$ cat src/rtl/multicycle_control_unit_pkg.sv
// Shared types and encodings for the multicycle RV32I control unit:
// FSM states, opcodes, ALUOp classes, ALUControl codes and datapath mux selects.
package multicycle_control_unit_pkg;

    typedef enum logic [3:0] {
        S_FETCH    = 4'd0,
        S_DECODE   = 4'd1,
        S_MEMADR   = 4'd2,
        S_MEMREAD  = 4'd3,
        S_MEMWB    = 4'd4,
        S_MEMWRITE = 4'd5,
        S_EXECR    = 4'd6,
        S_EXECI    = 4'd7,
        S_ALUWB    = 4'd8,
        S_BRANCH   = 4'd9,
        S_JAL      = 4'd10
    } mcu_state_e;

    localparam logic [6:0] OP_LW     = 7'b0000011;
    localparam logic [6:0] OP_SW     = 7'b0100011;
    localparam logic [6:0] OP_RTYPE  = 7'b0110011;
    localparam logic [6:0] OP_ITYPE  = 7'b0010011;
    localparam logic [6:0] OP_BRANCH = 7'b1100011;
    localparam logic [6:0] OP_JAL    = 7'b1101111;

    typedef enum logic [1:0] {
        ALUOP_ADD = 2'b00,
        ALUOP_SUB = 2'b01,
        ALUOP_R   = 2'b10
    } alu_op_e;

    localparam logic [2:0] ALUC_ADD = 3'b000;
    localparam logic [2:0] ALUC_SUB = 3'b001;
    localparam logic [2:0] ALUC_AND = 3'b010;
    localparam logic [2:0] ALUC_OR  = 3'b011;
    localparam logic [2:0] ALUC_SLT = 3'b101;

    localparam logic [1:0] RES_ALUOUT    = 2'b00;
    localparam logic [1:0] RES_DATA      = 2'b01;
    localparam logic [1:0] RES_ALURESULT = 2'b10;

    localparam logic [1:0] SRCA_PC    = 2'b00;
    localparam logic [1:0] SRCA_OLDPC = 2'b01;
    localparam logic [1:0] SRCA_RS1   = 2'b10;

    localparam logic [1:0] SRCB_RS2  = 2'b00;
    localparam logic [1:0] SRCB_IMM  = 2'b01;
    localparam logic [1:0] SRCB_FOUR = 2'b10;

    localparam logic [1:0] IMM_I = 2'b00;
    localparam logic [1:0] IMM_S = 2'b01;
    localparam logic [1:0] IMM_B = 2'b10;
    localparam logic [1:0] IMM_J = 2'b11;

    function automatic logic [1:0] imm_src_of(input logic [6:0] op);
        logic [1:0] imm;
        imm = IMM_I;
        case (op)
            OP_SW:     imm = IMM_S;
            OP_BRANCH: imm = IMM_B;
            OP_JAL:    imm = IMM_J;
            default:   imm = IMM_I;
        endcase
        return imm;
    endfunction

endpackage

$ cat src/rtl/multicycle_control_unit_alu_dec.sv
// Combinational ALU decoder: ALUOp class plus instruction fields to ALUControl,
// with the 3-bit operation code zero-extended to ALUCTRL_W.
module multicycle_alu_dec
    import multicycle_control_unit_pkg::*;
#(
    parameter int unsigned ALUCTRL_W = 3
) (
    input  alu_op_e                alu_op_i,
    input  logic [2:0]             funct3_i,
    input  logic                   funct7b5_i,
    input  logic                   opb5_i,
    output logic [ALUCTRL_W-1:0]   alu_control_o
);

    logic [2:0] code;

    always_comb begin
        code = ALUC_ADD;
        case (alu_op_i)
            ALUOP_ADD: code = ALUC_ADD;
            ALUOP_SUB: code = ALUC_SUB;
            ALUOP_R: begin
                case (funct3_i)
                    // Only register-register ops with funct7[5] subtract; addi keeps add.
                    3'b000:  code = (opb5_i && funct7b5_i) ? ALUC_SUB : ALUC_ADD;
                    3'b010:  code = ALUC_SLT;
                    3'b110:  code = ALUC_OR;
                    3'b111:  code = ALUC_AND;
                    default: code = ALUC_ADD;
                endcase
            end
            default: code = ALUC_ADD;
        endcase
    end

    assign alu_control_o = ALUCTRL_W'(code);

endmodule

$ cat src/rtl/multicycle_control_unit.sv
// Moore FSM sequencing RV32I instructions over a shared-memory multicycle datapath,
// with a memory ready handshake, optional bne and illegal-opcode reporting.
module multicycle_control_unit
    import multicycle_control_unit_pkg::*;
#(
    parameter int unsigned ALUCTRL_W     = 3,
    parameter bit          USE_MEM_READY = 1'b1,
    parameter bit          ENABLE_BNE    = 1'b1
) (
    input  logic                  clk,
    input  logic                  rst,
    input  logic [6:0]            op,
    input  logic [2:0]            funct3,
    input  logic [6:0]            funct7,
    input  logic                  zero,
    input  logic                  mem_ready,
    output logic                  mem_req,
    output logic                  pc_write,
    output logic                  adr_src,
    output logic                  mem_write,
    output logic                  ir_write,
    output logic [1:0]            result_src,
    output logic [1:0]            alu_src_a,
    output logic [1:0]            alu_src_b,
    output logic                  reg_write,
    output logic [1:0]            imm_src,
    output logic [ALUCTRL_W-1:0]  alu_control,
    output logic                  illegal_instr,
    output logic                  instr_done
);

    mcu_state_e state_q, state_d;
    alu_op_e    alu_op;
    logic       rdy;
    logic       bne_sel;
    logic       unused_funct7;

    assign rdy           = USE_MEM_READY ? mem_ready : 1'b1;
    assign bne_sel       = ENABLE_BNE && (funct3 == 3'b001);
    assign unused_funct7 = ^{funct7[6], funct7[4:0]};

    always_ff @(posedge clk) begin
        if (rst) begin
            state_q <= S_FETCH;
        end else begin
            state_q <= state_d;
        end
    end

    always_comb begin
        state_d = state_q;
        case (state_q)
            S_FETCH:    if (rdy) state_d = S_DECODE;
            S_DECODE: begin
                case (op)
                    OP_LW, OP_SW: state_d = S_MEMADR;
                    OP_RTYPE:     state_d = S_EXECR;
                    OP_ITYPE:     state_d = S_EXECI;
                    OP_BRANCH:    state_d = S_BRANCH;
                    OP_JAL:       state_d = S_JAL;
                    default:      state_d = S_FETCH;
                endcase
            end
            S_MEMADR:   state_d = (op == OP_LW) ? S_MEMREAD : S_MEMWRITE;
            S_MEMREAD:  if (rdy) state_d = S_MEMWB;
            S_MEMWB:    state_d = S_FETCH;
            S_MEMWRITE: if (rdy) state_d = S_FETCH;
            S_EXECR:    state_d = S_ALUWB;
            S_EXECI:    state_d = S_ALUWB;
            S_ALUWB:    state_d = S_FETCH;
            S_BRANCH:   state_d = S_FETCH;
            S_JAL:      state_d = S_ALUWB;
            default:    state_d = S_FETCH;
        endcase
    end

    always_comb begin
        mem_req       = 1'b0;
        pc_write      = 1'b0;
        adr_src       = 1'b0;
        mem_write     = 1'b0;
        ir_write      = 1'b0;
        result_src    = RES_ALUOUT;
        alu_src_a     = SRCA_PC;
        alu_src_b     = SRCB_RS2;
        reg_write     = 1'b0;
        alu_op        = ALUOP_ADD;
        illegal_instr = 1'b0;
        instr_done    = 1'b0;
        case (state_q)
            S_FETCH: begin
                mem_req    = 1'b1;
                alu_src_a  = SRCA_PC;
                alu_src_b  = SRCB_FOUR;
                result_src = RES_ALURESULT;
                ir_write   = rdy;
                pc_write   = rdy;
            end
            S_DECODE: begin
                alu_src_a = SRCA_OLDPC;
                alu_src_b = SRCB_IMM;
                // Unsupported opcodes retire here with no side effects.
                if (!(op inside {OP_LW, OP_SW, OP_RTYPE, OP_ITYPE, OP_BRANCH, OP_JAL})) begin
                    illegal_instr = 1'b1;
                    instr_done    = 1'b1;
                end
            end
            S_MEMADR: begin
                alu_src_a = SRCA_RS1;
                alu_src_b = SRCB_IMM;
            end
            S_MEMREAD: begin
                mem_req = 1'b1;
                adr_src = 1'b1;
            end
            S_MEMWB: begin
                result_src = RES_DATA;
                reg_write  = 1'b1;
                instr_done = 1'b1;
            end
            S_MEMWRITE: begin
                mem_req    = 1'b1;
                adr_src    = 1'b1;
                mem_write  = rdy;
                instr_done = rdy;
            end
            S_EXECR: begin
                alu_src_a = SRCA_RS1;
                alu_src_b = SRCB_RS2;
                alu_op    = ALUOP_R;
            end
            S_EXECI: begin
                alu_src_a = SRCA_RS1;
                alu_src_b = SRCB_IMM;
                alu_op    = ALUOP_R;
            end
            S_ALUWB: begin
                reg_write  = 1'b1;
                instr_done = 1'b1;
            end
            S_BRANCH: begin
                alu_src_a  = SRCA_RS1;
                alu_src_b  = SRCB_RS2;
                alu_op     = ALUOP_SUB;
                pc_write   = zero ^ bne_sel;
                instr_done = 1'b1;
            end
            S_JAL: begin
                alu_src_a = SRCA_OLDPC;
                alu_src_b = SRCB_FOUR;
                pc_write  = 1'b1;
            end
            default: begin
                mem_req = 1'b0;
            end
        endcase
    end

    assign imm_src = imm_src_of(op);

    multicycle_alu_dec #(
        .ALUCTRL_W (ALUCTRL_W)
    ) u_alu_dec (
        .alu_op_i      (alu_op),
        .funct3_i      (funct3),
        .funct7b5_i    (funct7[5]),
        .opb5_i        (op[5]),
        .alu_control_o (alu_control)
    );

endmodule

$ cat config.mk
export PLATFORM = sky130hd
export DESIGN_NAME = multicycle_control_unit
export DESIGN_NICKNAME = d
export VERILOG_FILES = /design/src/rtl/multicycle_control_unit_pkg.sv /design/src/rtl/multicycle_control_unit_alu_dec.sv /design/src/rtl/multicycle_control_unit.sv
export SDC_FILE = /design/constraint.sdc
export NUM_CORES = 1
export LEC_CHECK = 0
export CAP_MARGIN = 20
export CORE_MARGIN = 2
export CORE_UTILIZATION = 34
export CTS_CLUSTER_SIZE = 14
export DETAILED_ROUTE_END_ITERATION = 8
export GPL_ROUTABILITY_DRIVEN = 0
export GPL_TIMING_DRIVEN = 0
export PLACE_DENSITY = 0.75
export SYNTH_ARGS = -nofsm -noshare
export SYNTH_HDL_FRONTEND = slang
export SYNTH_SLANG_ARGS = --single-unit
$ cat constraint.sdc
create_clock -name clk -period 2 [get_ports clk]
set_input_delay 0.4 -clock clk [delete_from_list [all_inputs] [get_ports clk]]
set_output_delay 0.4 -clock clk [all_outputs]
set_load 0.02 [all_outputs]
### After elaboration in Yosys (flattened, before gate mapping)

Index checks and enable logic that the tools add are counted.

* register bits after elaboration: 4
* input bits: 21
* output and inout bits: 19
* word-level logic and storage cells: 66

* eq/ne operators: 25
* muxes and demuxes: 23
* bitwise logic cells: 1
* reduce and logical (&&, ||, !) cells: 16

Operator list (count)
* one-hot mux 4 bit (6 select lines): 1
* one-hot mux 4 bit (5 select lines): 1
* equality test 4 x 3 -> 1 bit, second input constant: 4
* one-hot mux 2 bit (2 select lines): 4
* equality test 7 x 6 -> 1 bit, second input constant: 2
* equality test 7 bit, second input constant: 2
* equality test 4 bit, second input constant: 3
* 2-to-1 mux 4 bit: 3
* one-hot mux 3 bit (4 select lines): 1
* OR reduction 2 bit: 6
* OR reduction 3 bit: 4
* equality test 4 x 2 -> 1 bit, second input constant: 2
* 2-to-1 mux 1 bit: 8
* equality test 7 x 2 -> 1 bit, second input constant: 1
* equality test 7 x 5 -> 1 bit, second input constant: 1
* equality test 3 bit, second input constant: 2
* inequality test 2 bit, second input constant: 3
* one-hot mux 1 bit (3 select lines): 2
* one-hot mux 2 bit (3 select lines): 1
* one-hot mux 3 bit (2 select lines): 1
* nonzero test 6 bit: 1
* equality test 4 x 1 -> 1 bit, second input constant: 1
* logical NOT 4 bit: 1
* OR reduction 4 bit: 1
* 9 further kinds: 9

### Logic depth before layout (Yosys ltp)

Gate-level depths: netlist of the first run.

* word-level depth: 5
* depth in mapped cells: 10
* mapped depth without buffers: 8

### Cells and area by module

From an unflattened synthesis of the first run, not the netlist that was laid out.

* cells, all modules: 106
* area total of the unflattened synthesis: 721.9 µm²

Modules (own cells, without submodules)
* multicycle_control_unit: instances 1, cells each 95, area each 625.6 µm², sequential area each 80.1 µm²
* multicycle_alu_dec: instances 1, cells each 11, area each 96.3 µm², sequential area each 0.0 µm²

### Worst setup path before layout of the first run

Ideal clock, no wire load.

* path kind: register to output
* from: register state_q[1]
* to: output port alu_control[2]
* arrival: 2.021 ns
* data required time: 1.600 ns
* setup slack: -0.421 ns
* stages on the path, launching flop included: 7
* buffers on the path: 2
* cells stage by stage: dfxtp_1 -> buf_2 -> buf_1 -> and2b_1 -> nand2_1 -> ha_1 -> nor4_1

* word-level cells in the longest chain between the ends: 5
* elaborated cells on any way between the ends: 8
* classes of those cells: eq/ne: 5; mux: 2; reduce/logical: 1

RTL lines
* from (decl): RTL line multicycle_control_unit.sv:32 `mcu_state_e state_q, state_d;`
* from (signal assigned): RTL line multicycle_control_unit.sv:46 `state_q <= state_d;`
* equality test 4 x 3 -> 1 bit: RTL line multicycle_control_unit.sv:90 `case (state_q)`
* OR reduction 2 bit (no source line)
* one-hot mux 2 bit (2 select lines) (*): RTL line multicycle_control_unit.sv:90
* equality test 2 bit or equality test 2 x 1 -> 1 bit (tied branches): RTL line multicycle_control_unit_alu_dec.sv:19 `case (alu_op_i)`
* one-hot mux 3 bit (2 select lines) (*): RTL line multicycle_control_unit_alu_dec.sv:19
* to (decl): RTL line multicycle_control_unit.sv:27 `output logic [ALUCTRL_W-1:0] alu_control,`

Mark *: on every way between the ends. The rest lies on a longest branch, timed or not.

### Final worst setup path of the first run

Same ends and word-level chain as after synthesis.

==> flow_metrics.env, run 1 <==
export IMPL_fp_dieW_um=50.1
export IMPL_finalCoreUtilization_pct=68.3
export IMPL_drive_gt1_share_pct=45.3
export IMPL_outcome="complete, but fails checks"
export IMPL_regMostFlops="state_q"
export IMPL_path_cells="buf_6 > buf_8 > and2b_2 > nand2_2 > buf_6 > ha_4 > nor4_4 > buf_4"
export IMPL_critPathBufInv=4
export IMPL_crit_start="state_q[1]$_SDFFE_PP0P_"
export IMPL_hpwlAfterDp_um=1650
export IMPL_clock_latency_ns=0.24
export IMPL_post_route_period_util_pct=107
export IMPL_root_buffer="clkbuf_4"
export IMPL_final_antenna_net_count=0
export IMPL_reg2reg_depth=8
export IMPL_yosysTopAreaCell="dfxtp_1"
export IMPL_powerDensity_nw_per_um2=260
export IMPL_ys_seq_area_share_pct=11.1
export IMPL_top_regs="state_q: 4 flops"
export IMPL_wl_um=2570
export IMPL_cts_tree="done"
export IMPL_viasPerCell=5.41
export IMPL_report_final_slew_viol_count=0
export IMPL_critPathCapture="alu_control[2]"
export IMPL_drcViolationCount=0
export IMPL_clk_pin_slew_ns=0.04
export IMPL_synthTopCellsByArea="dfxtp_1, nor2_1, a21oi_1"
export IMPL_synth_top_area_share_pct=11.1
export IMPL_cp_arrival_ns=1.74
export IMPL_crit_path_frequent_cell="buf_6"
export IMPL_synth_seq_cells=4
export IMPL_grt_overflow=0
export IMPL_syn_area_per_cell_sq_um=6.39
export IMPL_worst_pin_slew_ns=0.282
export IMPL_synthFlopType="dfxtp_1"
export IMPL_die_area_sq_um=2510
export IMPL_cts_path_max_buffers=2
export IMPL_failed_checks="negative setup slack"
export IMPL_fillerInstances=164
export IMPL_critPathTopFamily="buffers and inverters"
export IMPL_r2r_setup_slack_ns=0.24
export IMPL_initial_utilization_pct=36.4
export IMPL_largest_reg_flops=4
export IMPL_via_count=1018
export IMPL_ir_worst_vdd_uv=316
export IMPL_ys_types=41
export IMPL_fin_skew_ns=0.00344
export IMPL_syn_num_nets=136
export IMPL_syn2layout_area_growth_pct=87.5
export IMPL_grt_usage_pct=19.5
export IMPL_startpoint_type="flip-flop"
export IMPL_n_antenna_cell=0
export IMPL_hold_buffers=0
export IMPL_io_buffer_count=33
export IMPL_timing_rr_start="state_q[1]$_SDFFE_PP0P_"
export IMPL_clock_sinks=4
export IMPL_worstPathMaxFanout=6
export IMPL_setup_viol=5
export IMPL_synth_edf_count=0
export IMPL_min_period_ns=2.14
export IMPL_fin_nets=186
export IMPL_cp_required_ns=1.60
export IMPL_cts_buffers=3
export IMPL_first_global_vias=883
export IMPL_core_area_sq_um=1980
export IMPL_multi_input_area_sq_um=728
export IMPL_wl_per_cell_um=13.7
export IMPL_h_tree_depth=1
export IMPL_synth_warning_count=0
export IMPL_p_leak_nw=0.574
export IMPL_num_io_pins=40
export IMPL_antenna_found_initial=0
export IMPL_crit_type="reg2out"
export IMPL_critPathCaptureType="output pin"
export IMPL_reg2reg_to="state_q[2]$_SDFFE_PP0P_"
export IMPL_dpl_cell_area_sq_um=1120
export IMPL_timing_final_ws_setup_ns=-0.144
export IMPL_regArea_sq_um=82.6
export IMPL_async_reset_ff_share_pct=0
export IMPL_row_count=16
export IMPL_syn_inst=113
export IMPL_drt_iter0_drc=15
export IMPL_ys_top_cells_by_count="nor2_1, a21oi_1, nand2_1"
export IMPL_hp_class="in2reg"
export IMPL_relSlewSlack_pct=80.9
export IMPL_cpMaxStageDelayCell="dfxtp_2"
export IMPL_synth_area_sq_um=722
export IMPL_grt_start_max_net_pins=11
export IMPL_die_h_um=50.1
export IMPL_first_pass_iters=4
export IMPL_finalHoldViolations=0
export IMPL_design_area_sq_um=1350
export IMPL_drv_cap=0
export IMPL_crit_cells=8
export IMPL_grt_pass1_wl_um=3800
export IMPL_rsz0062_at_grt="true"
export IMPL_yosysMostFrequentCell="nor2_1"
export IMPL_clock_fmax_mhz=466
export IMPL_crit_path_max_incr_delay_ns=0.31
==> cells in the final DEF, fill, tap and decap left out, types with 2 or more instances in the layout <==
cell type        count
inv_2                2
nor2b_2              2
inv_1                3
dfxtp_1              2
a21oi_2              3
a211oi_1             3
nor2b_4              2
buf_4               18
xor2_1               3
a31oi_1              2
nand2b_1             2
dfxtp_2              2
nor2_4               2
nand2_1              6
buf_2                5
buf_6                7
or2_2                2
ha_4                 2
nand2_2              3
nor4_2               2
clkdlybuf4s15_2      5
dlygate4sd2_1        8
nor3_1               4
a21oi_1              8
nand4_1              2
and3_1               2
clkbuf_4             3
nor4_4               2
clkdlybuf4s15_1      2
clkdlybuf4s50_1      5
o21ai_0              4
nor2_1              14
nand3_1              3
==> repair_timing <==
item                       4_1_cts  5_1_grt
setup endpoints to repair       19       12
pin swaps                        7        9
gates resized for setup        111       23
setup buffers                    6        6
==> metrics by stage <==
stage               TNS (ns)  setup slack [ns]  power, mW  instances  hold WS (ns)
finish                -0.327            -0.144      0.352        188         0.629
global route          -0.819            -0.213      0.378        188         0.626
CTS                   -0.254            -0.171      0.341        182         0.621
detailed placement     -6.22            -0.820      0.242        173         0.668
global placement       -5.82            -0.828      0.240        173         0.657
floorplan                  0            0.0347      0.164        113         0.466
==> area by class of cell <==
cell class	instances	share of cell area (%)
Multi-Input combinational cell	96	53.8
Clock buffer	3	1.66
Tap cell	27	2.50
Inverter	5	1.39
Sequential cell	4	6.10
Buffer	8	5.91
Timing Repair Buffer	45	28.7
==> routing by layer <==
| metal | up-vias | GRT usage, % | wire length [um] |
|---|---|---|---|
| li1 | 504 | - | - |
| met1 | 475 | 22.4 | 1100 |
| met2 | 35 | 36.4 | 1350 |
| met3 | 4 | 3.94 | 101 |
| met4 | 0 | 4.17 | 23 |
| met5 | - | 0 | 0 |
==> worst min path at each step <==
stage	startpoint	endpoint	slack (ns)	depth (start not counted)
6_report	op[4]	state_q[2]$_SDFFE_PP0P_	0.63	3
5_1_grt	op[4]	state_q[2]$_SDFFE_PP0P_	0.63	3
2_1_floorplan	rst	state_q[2]$_SDFFE_PP0P_	0.47	1
3_3_place_gp	state_q[1]$_SDFFE_PP0P_	state_q[1]$_SDFFE_PP0P_	0.66	4
3_5_place_dp	state_q[3]$_SDFFE_PP0P_	state_q[2]$_SDFFE_PP0P_	0.67	3
4_1_cts	op[4]	state_q[2]$_SDFFE_PP0P_	0.62	3
==> logic make-up (layout without fill, tap and decap cells) <==
kind of cell | Yosys count | after routing | synth area share (%)
AND/OR/NAND/NOR | 61 | 61 | 45.9
XOR/XNOR | 4 | 4 | 4.85
flip-flops | 4 | 4 | 11.1
AO/OA/AOI/OAI | 29 | 29 | 26.3
buffers and inverters | 13 | 61 | 8.32
adder cells (fa/ha/maj) | 2 | 2 | 3.47
==> power by group <==
part	switching [mW]	internal [mW]	leakage (nW)	total [mW]
Combinational	0.0890	0.0770	0.527	0.166
Sequential	0.00107	0.0820	0.0335	0.0830
Clock	0.0355	0.0673	0.0138	0.103
Total	0.125	0.226	0.574	0.352
==> worst register-to-register path: cells and delay by family, from the launching register on <==
family          cells  cell delay (ns)
buf+inv             4             0.52
flops               1             0.31
compound gates      3             0.52
simple gates        1             0.31
No activity file was read; power rests on OpenSTA's default activity.
==> run 2: changes to the inputs <==
--- a/config.mk
+++ b/config.mk
@@ -13,6 +13,7 @@
 export GPL_ROUTABILITY_DRIVEN = 0
 export GPL_TIMING_DRIVEN = 0
 export PLACE_DENSITY = 0.75
+export SLEW_MARGIN = 20
 export SYNTH_ARGS = -nofsm -noshare
 export SYNTH_HDL_FRONTEND = slang
 export SYNTH_SLANG_ARGS = --single-unit
==> results of run 2 <==
No change in the layout: final DEF, timing and power equal those of run 1.
